$ cat config.mk
export PLATFORM = sky130hd
export DESIGN_NAME = rr_grant_dispatch
export DESIGN_NICKNAME = d
export VERILOG_FILES = /design/src/rtl/rr_dispatch_pkg.sv /design/src/rtl/rr_dispatch_fifo.sv /design/src/rtl/rr_grant_dispatch.sv
export SDC_FILE = /design/constraint.sdc
export NUM_CORES = 1
export LEC_CHECK = 0
export CORE_ASPECT_RATIO = 1.25
export CORE_MARGIN = 4
export CORE_UTILIZATION = 30
export CTS_BUF_LIST = sky130_fd_sc_hd__clkbuf_16
export CTS_CLUSTER_SIZE = 25
export DETAILED_ROUTE_END_ITERATION = 8
export PLACE_DENSITY_LB_ADDON = 0.15
export SKIP_LAST_GASP = 1
export SLEW_MARGIN = 20
export SYNTH_ARGS = -nofsm -noshare
export SYNTH_HDL_FRONTEND = slang
export SYNTH_SLANG_ARGS = --single-unit
$ cat constraint.sdc
create_clock -name arb_clk -period 2 [get_ports arb_clk]
set_input_delay 0.4 -clock arb_clk [delete_from_list [all_inputs] [get_ports arb_clk]]
set_output_delay 0.4 -clock arb_clk [all_outputs]
set_load 0.005 [all_outputs]
$ cat src/rtl/rr_dispatch_pkg.sv
// Shared types and helpers for the round-robin grant dispatcher.
// Latency: n/a (types and functions only).
// Backpressure: n/a.
package rr_dispatch_pkg;

    localparam int NUM_REQ = 4;

    typedef logic [1:0] src_t;

    // One-hot acknowledge vector for the given source index.
    function automatic logic [NUM_REQ-1:0] onehot_ack(input src_t src);
        logic [NUM_REQ-1:0] v;
        v      = '0;
        v[src] = 1'b1;
        return v;
    endfunction

endpackage

$ cat src/rtl/rr_dispatch_fifo.sv
// Synchronous FIFO holding captured {src, data} entries in arrival order.
// Latency: a pushed entry is visible at pop_dat one edge after the push.
// Backpressure: push ignored when full, pop ignored when empty; no bypass.
//
// Ports:
//   clk, rst          clock, asynchronous active-high reset
//   push, push_dat    write request and entry
//   pop, pop_dat      read request and head entry (don't-care when empty)
//   full, empty       occupancy flags
//   count             occupancy, 0..DEPTH
module rr_dispatch_fifo #(
    parameter  int DEPTH = 4,
    parameter  int WIDTH = 34,
    localparam int PTR_W = $clog2(DEPTH),
    localparam int CNT_W = $clog2(DEPTH + 1)
) (
    input  logic             clk,
    input  logic             rst,
    input  logic             push,
    input  logic [WIDTH-1:0] push_dat,
    input  logic             pop,
    output logic [WIDTH-1:0] pop_dat,
    output logic             full,
    output logic             empty,
    output logic [CNT_W-1:0] count
);

    logic [PTR_W-1:0] wr_ptr_q, wr_ptr_d;
    logic [PTR_W-1:0] rd_ptr_q, rd_ptr_d;
    logic [CNT_W-1:0] count_q,  count_d;
    logic [WIDTH-1:0] mem_q [DEPTH];

    logic do_push;
    logic do_pop;

    assign full  = (count_q == CNT_W'(DEPTH));
    assign empty = (count_q == '0);
    assign count = count_q;

    // A full FIFO never accepts a write, even when a pop frees a slot in
    // the same cycle; the slot becomes usable on the following cycle.
    assign do_push = push && !full;
    assign do_pop  = pop  && !empty;

    always_comb begin
        wr_ptr_d = wr_ptr_q;
        rd_ptr_d = rd_ptr_q;
        count_d  = count_q;
        // Pointers are log2(DEPTH) wide, so they wrap on their own.
        if (do_push) begin
            wr_ptr_d = wr_ptr_q + PTR_W'(1);
        end
        if (do_pop) begin
            rd_ptr_d = rd_ptr_q + PTR_W'(1);
        end
        case ({do_push, do_pop})
            2'b10:   count_d = count_q + CNT_W'(1);
            2'b01:   count_d = count_q - CNT_W'(1);
            default: count_d = count_q;
        endcase
    end

    always_ff @(posedge clk or posedge rst) begin
        if (rst) begin
            wr_ptr_q <= '0;
            rd_ptr_q <= '0;
            count_q  <= '0;
        end else begin
            wr_ptr_q <= wr_ptr_d;
            rd_ptr_q <= rd_ptr_d;
            count_q  <= count_d;
        end
    end

    // Storage carries no reset; validity is tracked by count_q alone.
    always_ff @(posedge clk) begin
        if (do_push) begin
            mem_q[wr_ptr_q] <= push_dat;
        end
    end

    assign pop_dat = mem_q[rd_ptr_q];

endmodule

$ cat src/rtl/rr_grant_dispatch.sv
// Qualifies the arbiter's encoded grant, acks the winner and queues its payload.
// Latency: ack same cycle as qualified grant; payload at out_data one edge later.
// Backpressure: out_ready=0 fills DEPTH entries, then ack is withheld until a pop.
//
// Ports:
//   arb_clk, arb_rst              clock, asynchronous active-high reset
//   arb_req[3:0], arb_gnt[1:0]    live requests and encoded arbiter grant
//   req_data0..req_data3          requester payloads
//   req_ack[3:0]                  one-hot combinational acknowledge
//   out_valid/out_ready           output handshake
//   out_data, out_src             head entry payload and source index
//   fifo_count                    occupancy
//   stat_cnt0..stat_cnt3          per-requester saturating ack counters,
//                                 present only with RR_GRANT_DISPATCH_STATS_EN
module rr_grant_dispatch
    import rr_dispatch_pkg::*;
#(
    parameter  int DATA_W = 32,
    parameter  int DEPTH  = 4,
    localparam int CNT_W  = $clog2(DEPTH + 1)
) (
    input  logic              arb_clk,
    input  logic              arb_rst,
    input  logic [3:0]        arb_req,
    input  logic [1:0]        arb_gnt,
    input  logic [DATA_W-1:0] req_data0,
    input  logic [DATA_W-1:0] req_data1,
    input  logic [DATA_W-1:0] req_data2,
    input  logic [DATA_W-1:0] req_data3,
    output logic [3:0]        req_ack,
    output logic              out_valid,
    input  logic              out_ready,
    output logic [DATA_W-1:0] out_data,
    output logic [1:0]        out_src,
    output logic [CNT_W-1:0]  fifo_count
`ifdef RR_GRANT_DISPATCH_STATS_EN
    ,
    output logic [15:0]       stat_cnt0,
    output logic [15:0]       stat_cnt1,
    output logic [15:0]       stat_cnt2,
    output logic [15:0]       stat_cnt3
`endif
);

    typedef struct packed {
        src_t              src;
        logic [DATA_W-1:0] data;
    } entry_t;

    logic              qual;
    logic              push;
    logic              pop;
    logic              full;
    logic              empty;
    logic [DATA_W-1:0] sel_data;
    entry_t            push_ent;
    entry_t            head_ent;

    // The arbiter parks arb_gnt at 0 when idle, so a grant only counts
    // when the granted requester is still asserting its request.
    assign qual = arb_req[arb_gnt];
    assign push = qual && !full;
    assign pop  = out_valid && out_ready;

    assign req_ack = push ? onehot_ack(arb_gnt) : 4'b0000;

    always_comb begin
        sel_data = req_data0;
        case (arb_gnt)
            2'd0:    sel_data = req_data0;
            2'd1:    sel_data = req_data1;
            2'd2:    sel_data = req_data2;
            default: sel_data = req_data3;
        endcase
    end

    assign push_ent.src  = arb_gnt;
    assign push_ent.data = sel_data;

    rr_dispatch_fifo #(
        .DEPTH (DEPTH),
        .WIDTH ($bits(entry_t))
    ) u_fifo (
        .clk      (arb_clk),
        .rst      (arb_rst),
        .push     (push),
        .push_dat (push_ent),
        .pop      (pop),
        .pop_dat  (head_ent),
        .full     (full),
        .empty    (empty),
        .count    (fifo_count)
    );

    assign out_valid = !empty;
    assign out_data  = head_ent.data;
    assign out_src   = head_ent.src;

`ifdef RR_GRANT_DISPATCH_STATS_EN
    logic [NUM_REQ-1:0][15:0] stat_cnt_q;
    logic [NUM_REQ-1:0][15:0] stat_cnt_d;

    // Counters stick at all-ones rather than wrapping.
    always_comb begin
        stat_cnt_d = stat_cnt_q;
        for (int i = 0; i < NUM_REQ; i++) begin
            if (req_ack[i] && (stat_cnt_q[i] != 16'hFFFF)) begin
                stat_cnt_d[i] = stat_cnt_q[i] + 16'd1;
            end
        end
    end

    always_ff @(posedge arb_clk or posedge arb_rst) begin
        if (arb_rst) begin
            stat_cnt_q <= '0;
        end else begin
            stat_cnt_q <= stat_cnt_d;
        end
    end

    assign stat_cnt0 = stat_cnt_q[0];
    assign stat_cnt1 = stat_cnt_q[1];
    assign stat_cnt2 = stat_cnt_q[2];
    assign stat_cnt3 = stat_cnt_q[3];
`endif

endmodule

==> metrics list <==
* Dominant cell type by area after synthesis: edfxtp_1
* Maximum operating frequency: 0.447 GHz
* Post-CTS clock slew at the launch and capture registers of the worst setup and hold paths: 0.06 ns
* Number of buffers created by CTS: 17
- Power share of the clock group: 0.277
* Total via count after detailed routing: 3565
* Proportion of power drawn by combinational gates: 0.369
- Start-to-end type of the worst setup path: flop to output port
* Fillers: 1793
* Nets: 626
* Post-Route Hold Slack: 0.220 ns
- Worst setup slack for register-to-register paths: 0.04 ns
- After technology mapping, the gate count stands at 262.
- In the routed design, unresolved DRC markers number 0.
- Summed over all cells, the static leakage comes to 3.24 nW.
* Overall power: 11.9 mW
- Final Max Slew Viols: 0
* Initial core utilization: 0.305
- Once routing completed, OpenROAD measured the worst setup slack at -0.237 ns.
- In the post-synthesis netlist, the biggest area contributors are edfxtp_1 (66%), mux4_2 (24%), dfrtp_1 (2.8%).
* Ratio of cells with drive above 1 in the final layout: 0.385
- Share of the clock period used by the worst path: 1.12
* Place WS: -0.593 ns
- Post-synth cell types: 25
- Counting every net in the synthesized netlist gives 405.
* Number of warnings reported in the yosys synthesis log: 0
- Area share of the leading cell type in the synthesized netlist: 0.664
- Compared with the post-synthesis result, the final layout area differs by 50.5%.
* Die W: 136 um
* Ports: 179
- Transition time at the pin with the least slew margin: 0.408 ns
- Internal power component: 8.64 mW
- In this run, placement finished with an instance count of 717.
* Clock Latency Late Sink: 0.42 ns
- Share of async-settable or async-resettable flops after synthesis: 0.0490
- Floorplan row count: 58
- Data arrives at the worst endpoint at 1.84 ns.
- After the flow finishes, the layout carries non-filler instances totaling 766.
- The worst setup path is captured at an output port.
- In this run the power density over the cells is 1290 nW/um^2.
- The tool flagged a number of max-cap violations equal to 0.
- Number of sinks handled by clock tree synthesis: 143
- Mean number of vias per cell: 4.65
- Buffer cell driving the clock tree root: clkbuf_16
- Maximum fanout count along the critical path: 5
- The analysis attributes to net switching a power of 3.31 mW.
- In the final layout, the multi-input gates occupy 1800 um^2.
- In this run the tool buffered the top-level ports with 178 buffer cells.
- Critical register-to-register path endpoint: u_fifo.count[2]
* Failing checks: negative setup slack
- Clock Skews: 0.00876 ns
- The flow ran to the end, but the final reports show violations.
* Area of the die: 22900 um^2
- Number of DRC markers after the initial detailed-route iteration: 143
* Sequential power share: 0.354
- Hold WC Path Type: input port to asynchronous set/reset pin
- Area taken by flip-flops and latches: 4260 um^2
- Synth top cells by count: edfxtp_1 (136), mux4_2 (65), buf_2 (9)
- Switching fraction of total power: 0.277
- Dividing the detail-routed wire length by the instance count gives 20.5 um.
- The count of nets left with antenna violations once routing finished came out at 0.
- Placer's final routability congestion estimate: 0.708
* Fin crit period: 2.24 ns
* Detailed placer's ending HPWL: 10.7 mm
* Post-synthesis instance area: 6150 um^2
- The floorplan step set the die height to 168 um.
- The initial antenna violation count came to 0.
- Setup repair after global routing could not meet its margin everywhere.
* # diodes: 0
* Total congestion overflow after global routing: 0
- In this run, synthesis inferred 136 flip-flops with an integrated enable.
- Commonest register cell after synthesis: edfxtp_1
* Number of global-route vias before repair: 4035
- Launch instance of the worst register-to-register path: u_fifo.count[1]
* Pin count of the biggest net entering global routing: 25
- Summed over all layers, the routed wires come to 15.7 mm.
- At the end of the flow the core is filled with cells to 0.459.
- Gr usage total: 0.139
- The H-tree was split into 4 levels.
* Mean instance size in the synthesized netlist: 23.5 um^2
- Final-report setup violation count: 38
- Number of search-and-repair iterations in the first detailed-routing pass: 4
- STA classifies the critical path startpoint as a flop.
* Critical path required time: 1.60 ns
- TritonCTS clock tree: yes
- Synthesized flop and latch total: 143
- Sequential area share after synthesis: 0.693
- For the worst flop-to-flop path, the logic depth is 9.
* Most instantiated library cell after synthesis: edfxtp_1
- The clock passes through at most 2 buffers.
* Worst supply voltage drop on vdd: 0.672 mV
- Headroom to the max-slew limit came out at 0.728.
- Global-route wire length before repair: 23.2 mm
- The core region is 20200 um^2.
* Final Hold Violating Endpoints: 0
-- layout make-up --
type                       instances  area share
multi-input combinational         95       0.195
inverter                           7     0.00284
tap                              270      0.0365
timing repair buffer             219       0.237
clock buffer                      17      0.0460
clock inverter                    15      0.0216
sequential                       143       0.461
-- flip-flops by register name, indices dropped and copies added, names as in the netlist --
name and cells:
u_fifo.count 3, u_fifo.mem_q 136, u_fifo.rd_ptr_q 2, u_fifo.wr_ptr_q 2
-- power by group through the flow --
stage | Clock, mW | Combinational (mW) | Sequential (mW)
floorplan | 0 | 1.95 | 4.24
global placement | 0 | 4.28 | 4.26
detailed placement | 0 | 4.31 | 4.30
CTS | 3.38 | 4.43 | 4.24
global route | 3.53 | 4.76 | 4.29
finish | 3.31 | 4.40 | 4.23
-- cell usage in the layout (no fill, tap or decap), types with 2 or more instances in the layout --
master	count
xor2_1	3
buf_6	16
mux4_2	65
xnor2_1	3
buf_4	16
inv_8	3
mux4_1	2
buf_2	31
bufinv_16	3
inv_1	5
dlygate4sd2_1	4
and4b_1	2
clkdlybuf4s50_1	133
edfxtp_1	136
buf_16	2
dfrtp_1	5
buf_12	14
ha_1	4
clkbuf_16	18
inv_2	2
clkinvlp_4	2
and3_2	4
dfrtp_2	2
inv_6	5
clkinv_4	2
-- logic make-up (layout without fill, tap and decap cells) --
family          Yosys count  in the layout  synth area share
mux                      69             69             0.251
simple gates             13             13            0.0155
xor+xnor                  6              6           0.00855
flops                   143            143             0.693
fa+ha+maj                 6              6            0.0134
compound gates            1              1           0.00142
buf+inv                  24            258            0.0177
-- metrics by stage --
stage	cell area (um^2)	TNS [ns]
global route	9250	-8.87
floorplan	6190	-0.310
CTS	9210	-8.96
global placement	8530	-32.25
finish	9250	-6.07
detailed placement	8530	-35.85
-- critical path: stages, from the launching register on --
cell and delay, ns:
dfrtp_2 0.42, buf_6 0.14, buf_12 0.12, buf_6 0.09, mux4_2 0.50, buf_6 0.14
-- worst max-delay path by stage --
| stage | end | slack, ns | start |
|---|---|---|---|
| finish | out_data[1] | -0.24 | u_fifo.rd_ptr_q[0] |
| CTS | out_src[0] | -0.36 | u_fifo.rd_ptr_q[0] |
| floorplan | u_fifo.count[2] | -0.22 | arb_gnt[0] |
| global route | out_data[1] | -0.30 | u_fifo.rd_ptr_q[0] |
| detailed placement | u_fifo.count[2] | -0.59 | arb_req[3] |
| global placement | u_fifo.count[2] | -0.55 | arb_req[3] |
-- layer usage --
layer	vias up	routed length, um	track usage	part of all wire
met3	10	884	0.0362	0.056
li1	1588	-	-	-
met1	1858	5840	0.155	0.37
met4	0	167	0.0434	0.011
met5	-	0	0	0
met2	109	8840	0.257	0.56
-- what timing repair did --
| action | in CTS | in global routing |
|---|---|---|
| cloned | 3 | 1 |
| setup endpoints to repair | 41 | 43 |
| resized for setup | 163 | 19 |
| hold buffers | 0 | 0 |
| buffers inserted | 12 | 5 |
| pin swaps | 7 | 0 |
(Power assumes the default switching activity.)
